`src/rtl/debounce_sync.sv`:
```
// debounce_sync: synchronizer chain + two-state settling FSM that turns a bouncy
// asynchronous input into a clean level with one-cycle edge pulses. Optional
// aborted-settle counter on port glitch_cnt is compiled in with DEBOUNCE_GLITCH_CNT_EN.
module debounce_sync #(
    parameter int SYNC_STAGES  = 2,
    parameter int STABLE_COUNT = 1000,
    parameter int CNT_W        = 16
) (
    input  logic       clk,
    input  logic       reset,
    input  logic       din_async,
    output logic       dout,
    output logic       rise_pulse,
    output logic       fall_pulse,
    output logic       busy
`ifdef DEBOUNCE_GLITCH_CNT_EN
    ,
    output logic [7:0] glitch_cnt
`endif
);

    typedef enum logic [0:0] {
        ST_STABLE   = 1'b0,
        ST_SETTLING = 1'b1
    } state_t;

    localparam logic [CNT_W-1:0] CNT_ZERO = {CNT_W{1'b0}};
    localparam logic [CNT_W-1:0] CNT_ONE  = {{(CNT_W-1){1'b0}}, 1'b1};
    localparam logic [CNT_W-1:0] CNT_LAST = CNT_W'(STABLE_COUNT - 1);

    generate
        if (SYNC_STAGES < 2) begin : g_bad_sync
            $error("debounce_sync: SYNC_STAGES must be at least 2");
        end
        if (STABLE_COUNT < 2) begin : g_bad_count
            $error("debounce_sync: STABLE_COUNT must be at least 2");
        end
        if ((64'd1 << CNT_W) <= 64'(STABLE_COUNT)) begin : g_bad_width
            $error("debounce_sync: CNT_W too narrow for STABLE_COUNT");
        end
    endgenerate

    logic [SYNC_STAGES-1:0] r_sync;
    state_t                 r_state;
    logic [CNT_W-1:0]       r_cnt;
    logic                   r_dout;
    logic                   r_rise;
    logic                   r_fall;

    logic                   w_s;
    logic                   w_diff;
    state_t                 w_state_nxt;
    logic [CNT_W-1:0]       w_cnt_nxt;
    logic                   w_dout_nxt;
    logic                   w_rise_nxt;
    logic                   w_fall_nxt;
`ifdef DEBOUNCE_GLITCH_CNT_EN
    logic                   w_glitch;
    logic [7:0]             r_glitch_cnt;
`endif

    // Metastability filter: shift the raw input through SYNC_STAGES flops.
    always_ff @(posedge clk) begin
        if (reset) begin
            r_sync <= {SYNC_STAGES{1'b0}};
        end else begin
            r_sync <= {r_sync[SYNC_STAGES-2:0], din_async};
        end
    end

    assign w_s    = r_sync[SYNC_STAGES-1];
    assign w_diff = w_s ^ r_dout;

    // Settling FSM: next state, stability counter, debounced level and pulses.
    always_comb begin
        w_state_nxt = r_state;
        w_cnt_nxt   = r_cnt;
        w_dout_nxt  = r_dout;
        w_rise_nxt  = 1'b0;
        w_fall_nxt  = 1'b0;
`ifdef DEBOUNCE_GLITCH_CNT_EN
        w_glitch    = 1'b0;
`endif
        case (r_state)
            ST_STABLE: begin
                if (w_diff) begin
                    w_state_nxt = ST_SETTLING;
                    w_cnt_nxt   = CNT_ONE;
                end else begin
                    w_state_nxt = ST_STABLE;
                    w_cnt_nxt   = CNT_ZERO;
                end
            end
            ST_SETTLING: begin
                if (w_diff) begin
                    if (r_cnt >= CNT_LAST) begin
                        // Counter saturates at the threshold; reaching it commits the toggle.
                        w_dout_nxt  = ~r_dout;
                        w_rise_nxt  = ~r_dout;
                        w_fall_nxt  = r_dout;
                        w_cnt_nxt   = CNT_ZERO;
                        w_state_nxt = ST_STABLE;
                    end else begin
                        w_cnt_nxt   = r_cnt + CNT_ONE;
                        w_state_nxt = ST_SETTLING;
                    end
                end else begin
                    w_cnt_nxt   = CNT_ZERO;
                    w_state_nxt = ST_STABLE;
`ifdef DEBOUNCE_GLITCH_CNT_EN
                    w_glitch    = 1'b1;
`endif
                end
            end
            default: begin
                w_state_nxt = ST_STABLE;
                w_cnt_nxt   = CNT_ZERO;
            end
        endcase
    end

    // FSM state, counter and registered outputs.
    always_ff @(posedge clk) begin
        if (reset) begin
            r_state <= ST_STABLE;
            r_cnt   <= CNT_ZERO;
            r_dout  <= 1'b0;
            r_rise  <= 1'b0;
            r_fall  <= 1'b0;
        end else begin
            r_state <= w_state_nxt;
            r_cnt   <= w_cnt_nxt;
            r_dout  <= w_dout_nxt;
            r_rise  <= w_rise_nxt;
            r_fall  <= w_fall_nxt;
        end
    end

`ifdef DEBOUNCE_GLITCH_CNT_EN
    // Aborted-settle counter, saturating at 255.
    always_ff @(posedge clk) begin
        if (reset) begin
            r_glitch_cnt <= 8'd0;
        end else if (w_glitch && (r_glitch_cnt != 8'hFF)) begin
            r_glitch_cnt <= r_glitch_cnt + 8'd1;
        end else begin
            r_glitch_cnt <= r_glitch_cnt;
        end
    end

    assign glitch_cnt = r_glitch_cnt;
`endif

    assign dout       = r_dout;
    assign rise_pulse = r_rise;
    assign fall_pulse = r_fall;
    assign busy       = (r_state == ST_SETTLING);

endmodule

```
`config.mk`:
```
export PLATFORM = sky130hd
export DESIGN_NAME = debounce_sync
export DESIGN_NICKNAME = d
export VERILOG_FILES = /design/src/rtl/debounce_sync.sv
export SDC_FILE = /design/constraint.sdc
export NUM_CORES = 1
export LEC_CHECK = 0
export CAP_MARGIN = 20
export CORE_MARGIN = 3
export CORE_UTILIZATION = 45
export DETAILED_ROUTE_END_ITERATION = 16
export GPL_TIMING_DRIVEN = 0
export SETUP_SLACK_MARGIN = 0.3
export SLEW_MARGIN = 10
export SYNTH_ARGS = -nofsm -noshare
export SYNTH_HDL_FRONTEND = slang
export SYNTH_SLANG_ARGS = --single-unit
```
`constraint.sdc`:
```
create_clock -name clk -period 4.85 [get_ports clk]
set_clock_uncertainty 0.2 [all_clocks]
set_input_delay 0.97 -clock clk [delete_from_list [all_inputs] [get_ports clk]]
set_output_delay 0.97 -clock clk [all_outputs]
set_load 0.05 [all_outputs]
```
# --- Word level (Yosys, flattened, before mapping) ---
# Index checks and enable logic that the tools add are counted.
op_classes:
  mux: 8
  reduce_logical: 2
  n_bitwise: 5
  n_addsub: 1
  magnitude_cmp: 1
op_table:
  columns: ["cell", "count"]
  rows:
  - ["$mux W16", 2]
  - ["$pmux W16 S2", 1]
  - ["$add A16 B1 Y16 const B", 1]
  - ["$ge A16 B10 Y1 const B", 1]
  - ["$mux W1", 4]
  - ["$not A1 Y1", 4]
  - ["$reduce_or A4 Y1", 1]
  - ["$reduce_and A3 Y1", 1]
  - ["$pmux W1 S2", 1]
  - ["$xor A1 B1 Y1", 1]
word_totals:
  wordCells: 23
  regBits: 22
  out_inout_bits: 4

# --- Logic depth before layout (Yosys ltp) ---
# Gate-level depths: netlist of the first run.
logic_depth:
  ltp_word: 4
  ltp_mapped: 5

# --- Worst setup path after synthesis of the first run ---
# OpenSTA, ideal clock, no wires.
synth_path:
  kind: "reg-to-output"
  start: "register r_state, in the netlist busy"
  end: "output busy"
  arrival_ns: 0.668
  setup_slack_ns: 3.012
  path_buffers: 0
  path_stages_with_launch: 1
  t_required_ns: 3.680
  path_cell_list: "dfxtp_1"
synth_rtl:
  columns: ["item", "line", "text"]
  rows:
  - ["start, declared", "44", "state_t r_state;"]
  - ["start signal, assigned", "131", "r_state <= w_state_nxt;"]
  - ["end, declared", "15", "output logic busy"]
# No word-level cell between the ends.

# --- Final worst setup path of the first run ---
layout_path:
  start: "register r_state, in the netlist busy"
  end: "output busy"
# No word-level cell between the ends.

==> results of run 1 <==
==> through the flow <==
stage               power (mW)  hold slack, ns
floorplan                0.196           0.214
global route             0.345           0.284
finish                   0.333           0.267
global placement         0.199           0.230
CTS                      0.336           0.273
detailed placement       0.199           0.226
==> final timing paths <==
kind	from	to	slack [ns]	cells after the start
max	busy$_SDFF_PP0_	busy	2.10	1
min	r_sync[0]$_SDFF_PP0_	r_sync[1]$_SDFF_PP0_	0.27	1
max reg2reg	r_cnt[10]$_SDFF_PP0_	r_cnt[2]$_SDFF_PP0_	3.16	4
min reg2reg	r_sync[0]$_SDFF_PP0_	r_sync[1]$_SDFF_PP0_	0.27	1
==> sequential cells by signal (all words and copies together) (netlist names) <==
signal      flops
busy            1
dout            1
fall_pulse      1
r_cnt          16
r_sync          2
rise_pulse      1
==> layout make-up <==
type	count	share of cell area [%]
Inverter	1	0.397
Multi-Input combinational cell	54	38.6
Timing Repair Buffer	6	6.35
Clock buffer	3	2.38
Tap cell	16	2.12
Clock inverter	1	3.17
Buffer	1	0.397
Sequential cell	22	46.6
==> per-layer routing <==
layer / vias to the layer above / GRT usage, % / part of all wire [%]
met5: - / 0 / 0
met4: 0 / 4.84 / 0
met3: 0 / 4.51 / 2.5
met2: 3 / 19.3 / 49
met1: 233 / 14.2 / 49
li1: 272 / - / -
==> cells in the mapped netlist, types with 2 or more instances <==
cell,count
a21oi_1,2
and4_1,2
and3_1,3
nor2b_1,2
xor2_1,5
dfxtp_1,22
nor2_1,10
nand2b_1,4
xnor2_1,3
nand3_1,4
nor3b_1,2
==> cells by family (layout without fill, tap and decap cells) <==
logic type | after synthesis | count (layout) | synth area share (%)
fa+ha+maj | 1 | 1 | 1.57
flops | 22 | 22 | 55.4
mux | 1 | 1 | 1.26
other cells | 1 | 6 | 0.472
simple gates | 33 | 33 | 26.8
compound gates | 5 | 5 | 4.72
xor+xnor | 8 | 8 | 8.82
buf+inv | 2 | 12 | 0.944
==> placed cells by master (no fill, tap or decap) <==
cell	instances
nand2_1	1
nor3_4	1
xor2_1	5
clkdlybuf4s50_1	6
nand2b_1	4
dfxtp_1	22
nor3b_1	2
clkbuf_4	3
inv_1	1
mux2i_1	1
or4_4	1
a21oi_1	2
and4_1	2
nand4_1	1
ha_1	1
bufinv_16	1
nand4_4	1
xnor2_1	3
nand3_1	4
and3_1	3
a211o_1	1
conb_1	6
a21boi_2	1
nor2b_1	2
nand3b_1	1
clkbuf_1	1
a21o_1	1
nor2_1	10
==> where the power goes <==
group	switching (mW)	internal, mW
logic	0.00422	0.00420
clock network	0.0546	0.0835
registers	0.00210	0.185
==> impl_metrics.csv, run 1 <==
group,metric,value,unit
global_route,antenna_found_initial,0,
placement,portBuffers,6,
critical_path,crit_arrival,1.58,ns
sta,timing.final.ws_setup,2.10,ns
synth,postSynth.asyncResetShare,0,%
synth,synth_area_leaders,"dfxtp_1 55%, xor2_1 5.5%, nor2_1 4.7%",
layout,final_core_util,60.0,%
die,rows,14,
synth,synth-seq-cells,22,
placement,place_area,893,um2
die,io_pins,7,
layout,fillCellCount,148,
synth,yosysUniqueCellTypes,25,
detailed_routing,vias_per_cell,4.88,
clocking,cts_hold_buf,0,
placement,gp_congestion,0.713,
job,cap_viol_max_count,0,
die,initial_core_util,50.4,%
hold_path,hold_path.class,"flop to flop",
clocking,insertion_delay,0.30,ns
clocking,tritoncts,"done",
synth,synthCells,73,
critical_path,crit_required,3.68,ns
critical_path,slowest_stage,"clkdlybuf4s50_1",
die,die_x,48.0,um
placement,dp.final_hpwl,822,um
synth,synth_top_area_share,55.4,%
clocking,postCtsSetupBuffers,0,
die,dieArea,2310,um2
critical_path,crit_type,"flop to output pin",
global_route,grt_pass1_wl,1.92,mm
clocking,root_buffer,"clkbuf_4",
global_route,grt_util_all_layers,11.9,%
sta,finalCriticalPeriod,2.75,ns
clocking,ctsLongestPathBuffers,2,
global_route,grt_max_degree,14,
clocking,cts_sinks,22,
sta,setup_tns,0,ns
detailed_routing,vias,508,
layout,fin_cells,104,
layout,regArea,440,um2
clocking,clkTransAtPathRegs,0.13,ns
placement,dp_slack,2.45,ns
synth,synthFlopType,"dfxtp_1",
pwr,powerDensity,352,nW/um2
synth,synth_edf_count,0,
critical_path,crit_fanout,4,
global_route,overflow,0,
sta,setup_viol,0,
global_route,grt_pass1_vias,484,
outcome,status,"finished, final reports clean",
synth,syn_avg_cell_area,10.9,um2
layout,final_area,946,um2
layout,drive_gt1_share,9.09,%
critical_path,startpoint_type,"flop",
sta,rsz0062_at_grt,"false",
layout,multiInputGateArea,365,um2
detailed_routing,wire_per_inst,10.8,um
critical_path,critPathMaxStageDelay,0.83,ns
layout,area_growth,19.1,%
synth,yosys.area.top_type,"dfxtp_1",
synth,ys_warn_count,0,
critical_path,path_buf_inv,1,
layout,n_antenna_cell,0,
pwr,leakagePower,0.352,nW
placement,numPlacedInstances,100,
detailed_routing,first_pass_iters,3,
clocking,cts-resized-gates,0,
critical_path,end_kind,"output pin",
pwr,vdd_drop_max,0.000198,V
sta,slew_headroom,66.3,%
die,die_h,48.0,um
detailed_routing,ant_nets,0,
sta,maxClockFrequency,364,MHz
detailed_routing,drtIter0Drc,6,
detailed_routing,drc_errors,0,
critical_path,worstPathCellList,"clkdlybuf4s50_1",
critical_path,cpLargestDelayFamily,"buffers and inverters",
sta,worstMarginPinSlew,0.505,ns
sta,period_share,56.6,%
sta,hold_viol_final,0,
die,coreArea,1580,um2
synth,ys_seq_area_share,55.4,%
clocking,htreeDepth,1,
layout,nets,93,
clocking,numCtsBuffers,3,
detailed_routing,wirelength,1.12,mm
sta,maxSlewViolCount,0,
synth,syn_area,795,um2
Power figures use the tool's default switching activity.
==> run 2: changes to the inputs <==
==> constraint.sdc (replaced) <==
create_clock -name clk -period 2.64 [get_ports clk]
set_clock_uncertainty 0.2 [all_clocks]
set_input_delay 0.528 -clock clk [delete_from_list [all_inputs] [get_ports clk]]
set_output_delay 0.528 -clock clk [all_outputs]
set_load 0.05 [all_outputs]
==> impl_metrics.csv, run 2 (same netlist as run 1, synthesis figures left out) <==
group,metric,value,unit
outcome,status,"finished, final reports clean",
clocking,cts_sinks,22,
layout,regArea,440,um2
placement,dp_slack,0.680,ns
critical_path,slowest_stage,"clkdlybuf4s50_1",
layout,largest_reg_flops,16,
layout,reg_top3,"r_cnt (16), r_sync (2)",
layout,area_growth,19.4,%
placement,portBuffers,6,
die,dieArea,2310,um2
die,die_x,48.0,um
global_route,grt_pass1_wl,1.92,mm
sta,worstMarginPinSlew,0.505,ns
critical_path,path_buf_inv,1,
pwr,switchingPower,0.112,mW
placement,place_area,893,um2
sta,period_share,84.6,%
placement,gp_congestion,0.713,
detailed_routing,ant_nets,0,
placement,numPlacedInstances,100,
layout,nets,93,
sta,slew_headroom,66.3,%
detailed_routing,drc_errors,0,
layout,fillCellCount,147,
clocking,insertion_delay,0.30,ns
pwr,clkPwrFrac,41.4,%
die,coreArea,1580,um2
die,initial_core_util,50.4,%
die,rows,14,
die,die_h,48.0,um
detailed_routing,wirelength,1.12,mm
job,cap_viol_max_count,0,
layout,fin_cells,104,
sta,maxClockFrequency,448,MHz
critical_path,end_kind,"output pin",
global_route,grt_util_all_layers,11.9,%
pwr,internal_power,0.500,mW
critical_path,startpoint_type,"flop",
layout,drive_gt1_share,9.09,%
pwr,p_sw_share,18.3,%
hold_path,hold_path.class,"flop to flop",
detailed_routing,drtIter0Drc,6,
sta,hold_viol_final,0,
layout,final_common_cell,"dfxtp_1",
critical_path,worstPathCellList,"clkdlybuf4s50_1",
sta,maxSlewViolCount,0,
layout,largest_register,"r_cnt",
critical_path,crit_fanout,4,
detailed_routing,first_pass_iters,3,
critical_path,cpLargestDelayFamily,"buffers and inverters",
pwr,vdd_drop_max,0.000364,V
detailed_routing,vias,508,
pwr,powerDensity,646,nW/um2
global_route,grt_max_degree,14,
layout,final_area,948,um2
layout,n_antenna_cell,0,
detailed_routing,vias_per_cell,4.88,
placement,dp.final_hpwl,822,um
sta,timing.final.ws_setup,0.406,ns
pwr,seqPwrFrac,56.1,%
sta,finalCriticalPeriod,2.23,ns
clocking,clkTransAtPathRegs,0.13,ns
global_route,overflow,0,
critical_path,critPathMaxStageDelay,0.83,ns
critical_path,crit_type,"flop to output pin",
layout,multiInputGateArea,365,um2
pwr,leakagePower,0.370,nW
global_route,antenna_found_initial,0,
global_route,grt_pass1_vias,484,
clocking,tritoncts,"done",
detailed_routing,wire_per_inst,10.8,um
layout,final_core_util,60.2,%
sta,setup_viol,0,
sta,rsz0062_at_grt,"false",
clocking,numCtsBuffers,3,
clocking,root_buffer,"clkbuf_4",
critical_path,crit_required,1.91,ns
clocking,ctsLongestPathBuffers,2,
clocking,htreeDepth,1,
die,io_pins,7,
pwr,comb_power_share,2.5,%
critical_path,crit_arrival,1.51,ns
sta,setup_tns,0,ns
layout,final_cell_mix,"22 x dfxtp_1, 10 x nor2_1, 6 x conb_1, 5 x xor2_1, 5 x clkdlybuf4s50_1",
clocking,cts_hold_buf,0,
## run 2: cell count changes in the layout (fill, tap and decap cells not counted), sizes merged
cell           before  now
dlymetal6s2s        0    1
clkdlybuf4s50       6    5
## run 2: worst paths after layout
kind | from | to | slack [ns] | cells past startpoint
max | dout$_SDFFE_PP0P_ | dout | 0.41 | 1
min | r_sync[0]$_SDFF_PP0_ | r_sync[1]$_SDFF_PP0_ | 0.27 | 1
max reg2reg | r_cnt[10]$_SDFF_PP0_ | r_cnt[2]$_SDFF_PP0_ | 0.95 | 4
min reg2reg | r_sync[0]$_SDFF_PP0_ | r_sync[1]$_SDFF_PP0_ | 0.27 | 1
## run 2: metrics by stage
step                power, mW  hold slack, ns
CTS                     0.618           0.273
global route            0.635           0.284
detailed placement      0.366           0.226
global placement        0.366           0.230
finish                  0.612           0.267
floorplan               0.359           0.214
## run 2: timing repair
action,4_1_cts,5_1_grt
setup endpoints to repair,0,1
resized for setup,0,1
buffers inserted,0,0
## run 2: worst register-to-register path, stage by stage, from the launching register on
cell and delay [ns]:
dfxtp_1 0.32, or4_4 0.54, nor3_4 0.22, nand4_4 0.21, nor2_1 0.14
## run 2: final cells by class
type / count / area share, %
Sequential cell: 22 / 46.4
Multi-Input combinational cell: 54 / 38.5
Timing Repair Buffer: 6 / 6.60
Clock inverter: 1 / 3.17
Clock buffer: 3 / 2.37
Tap cell: 16 / 2.11
Buffer: 1 / 0.396
Inverter: 1 / 0.396
## run 2: metal layers
layer	up-vias	part of all wire, %	track usage, %
met3	0	2.5	4.51
met4	0	0	4.84
met2	3	49	19.3
met5	-	0	0
met1	233	49	14.2
li1	272	-	-
## run 2: power groups by stage
stage                     sequential (mW)  clock (mW)  combinational [mW]
after floorplan                     0.352           0             0.00714
after global placement              0.351           0              0.0152
after detailed placement            0.351           0              0.0154
after CTS                           0.343       0.259              0.0154
after global routing                0.345       0.273              0.0173
final                               0.343       0.254              0.0154
==> run 3: changes to the inputs <==
==> constraint.sdc (replaced) <==
create_clock -name clk -period 2.15 [get_ports clk]
set_clock_uncertainty 0.2 [all_clocks]
set_input_delay 0.43 -clock clk [delete_from_list [all_inputs] [get_ports clk]]
set_output_delay 0.43 -clock clk [all_outputs]
set_load 0.05 [all_outputs]
==> impl_metrics.csv, run 3 (same netlist as run 1, synthesis figures left out) <==
group,metric,value,unit
outcome,status,"finished, final reports clean",
die,initial_core_util,50.4,%
critical_path,slowest_stage,"dlygate4sd2_1",
layout,final_area,933,um2
critical_path,path_buf_inv,1,
clocking,cts_hold_buf,0,
placement,numPlacedInstances,100,
die,io_pins,7,
layout,n_antenna_cell,0,
pwr,power.total,0.751,mW
layout,largest_register,"r_cnt",
layout,largest_reg_flops,16,
critical_path,crit_required,1.52,ns
critical_path,startpoint_type,"flop",
critical_path,crit_arrival,1.14,ns
layout,area_growth,17.5,%
sta,maxSlewViolCount,0,
layout,drive_gt1_share,11.4,%
sta,setup_viol,0,
global_route,grt_util_all_layers,11.9,%
global_route,grt_pass1_wl,1.90,mm
placement,dp.final_hpwl,822,um
detailed_routing,wirelength,1.12,mm
sta,maxClockFrequency,566,MHz
critical_path,crit_type,"flop to output pin",
detailed_routing,ant_nets,0,
job,cap_viol_max_count,0,
sta,rsz0062_at_grt,"false",
layout,fin_cells,104,
clocking,root_buffer,"clkbuf_4",
layout,fillCellCount,149,
sta,finalCriticalPeriod,1.77,ns
critical_path,critPathMaxStageDelay,0.52,ns
clocking,insertion_delay,0.30,ns
sta,period_share,82.2,%
sta,hold_viol_final,0,
sta,setup_tns,0,ns
detailed_routing,drc_errors,0,
placement,gp_congestion,0.713,
critical_path,crit_fanout,1,
critical_path,worstPathCellList,"dlygate4sd2_1",
clocking,clkTransAtPathRegs,0.13,ns
clocking,numCtsBuffers,3,
die,coreArea,1580,um2
layout,final_cell_mix,"22 x dfxtp_1, 10 x nor2_1, 6 x conb_1, 5 x xor2_1",
pwr,leakagePower,0.364,nW
placement,place_area,893,um2
detailed_routing,vias_per_cell,4.88,
detailed_routing,wire_per_inst,10.8,um
global_route,overflow,0,
detailed_routing,first_pass_iters,3,
layout,final_common_cell,"dfxtp_1",
die,rows,14,
placement,portBuffers,6,
detailed_routing,vias,507,
pwr,powerDensity,805,nW/um2
global_route,antenna_found_initial,0,
clocking,tritoncts,"done",
detailed_routing,drtIter0Drc,6,
critical_path,end_kind,"output pin",
die,dieArea,2310,um2
die,die_x,48.0,um
hold_path,hold_path.class,"flop to flop",
pwr,vdd_drop_max,0.000447,V
critical_path,cpLargestDelayFamily,"buffers and inverters",
clocking,ctsLongestPathBuffers,2,
layout,nets,93,
global_route,grt_pass1_vias,480,
global_route,grt_max_degree,14,
clocking,htreeDepth,1,
layout,reg_top3,"r_cnt (16), r_sync (2)",
clocking,cts_sinks,22,
die,die_h,48.0,um
layout,final_core_util,59.2,%
-- run 3: routing by layer --
layer / wire [um] / GRT usage, %
met2: 542 / 19.3
met1: 549 / 13.9
met4: 0 / 4.84
met3: 28 / 4.51
met5: 0 / 0
-- run 3: per-stage QoR --
step	hold slack, ns	setup WS, ns
4_1_cts	0.273	0.211
3_3_place_gp	0.230	0.284
2_1_floorplan	0.214	0.562
5_1_grt	0.284	0.327
6_report	0.267	0.382
3_5_place_dp	0.226	0.288
-- run 3: what timing repair did --
item / in CTS / in global routing
resized for setup: 5 / 3
setup buffers: 0 / 0
endpoints found under the hold margin: 0 / 0
setup endpoints to repair: 4 / 2
-- run 3: power breakdown --
group / switching (mW) / internal, mW
Sequential: 0.00475 / 0.417
Clock: 0.123 / 0.188
Combinational: 0.00950 / 0.00878
Total: 0.137 / 0.614
-- run 3: worst paths after layout --
path                                       startpoint                   end  slack (ns)  cells after the start
worst min register to register   r_sync[0]$_SDFF_PP0_  r_sync[1]$_SDFF_PP0_        0.27                      1
worst max register to register   r_cnt[10]$_SDFF_PP0_   r_cnt[2]$_SDFF_PP0_        0.46                      4
worst min-delay path             r_sync[0]$_SDFF_PP0_  r_sync[1]$_SDFF_PP0_        0.27                      1
worst max-delay path            fall_pulse$_SDFF_PP0_            fall_pulse        0.38                      1
-- run 3: final cells by class --
type / count / area (um2) / share of cell area [%]
multi-input cells: 54 / 365 / 39.1
well taps: 16 / 20.0 / 2.14
plain buffers: 1 / 3.75 / 0.402
clock inverters: 1 / 30.0 / 3.22
clock buffers: 3 / 22.5 / 2.41
repair buffers: 6 / 47.5 / 5.09
flip-flops and latches: 22 / 440 / 47.2
inverters: 1 / 3.75 / 0.402
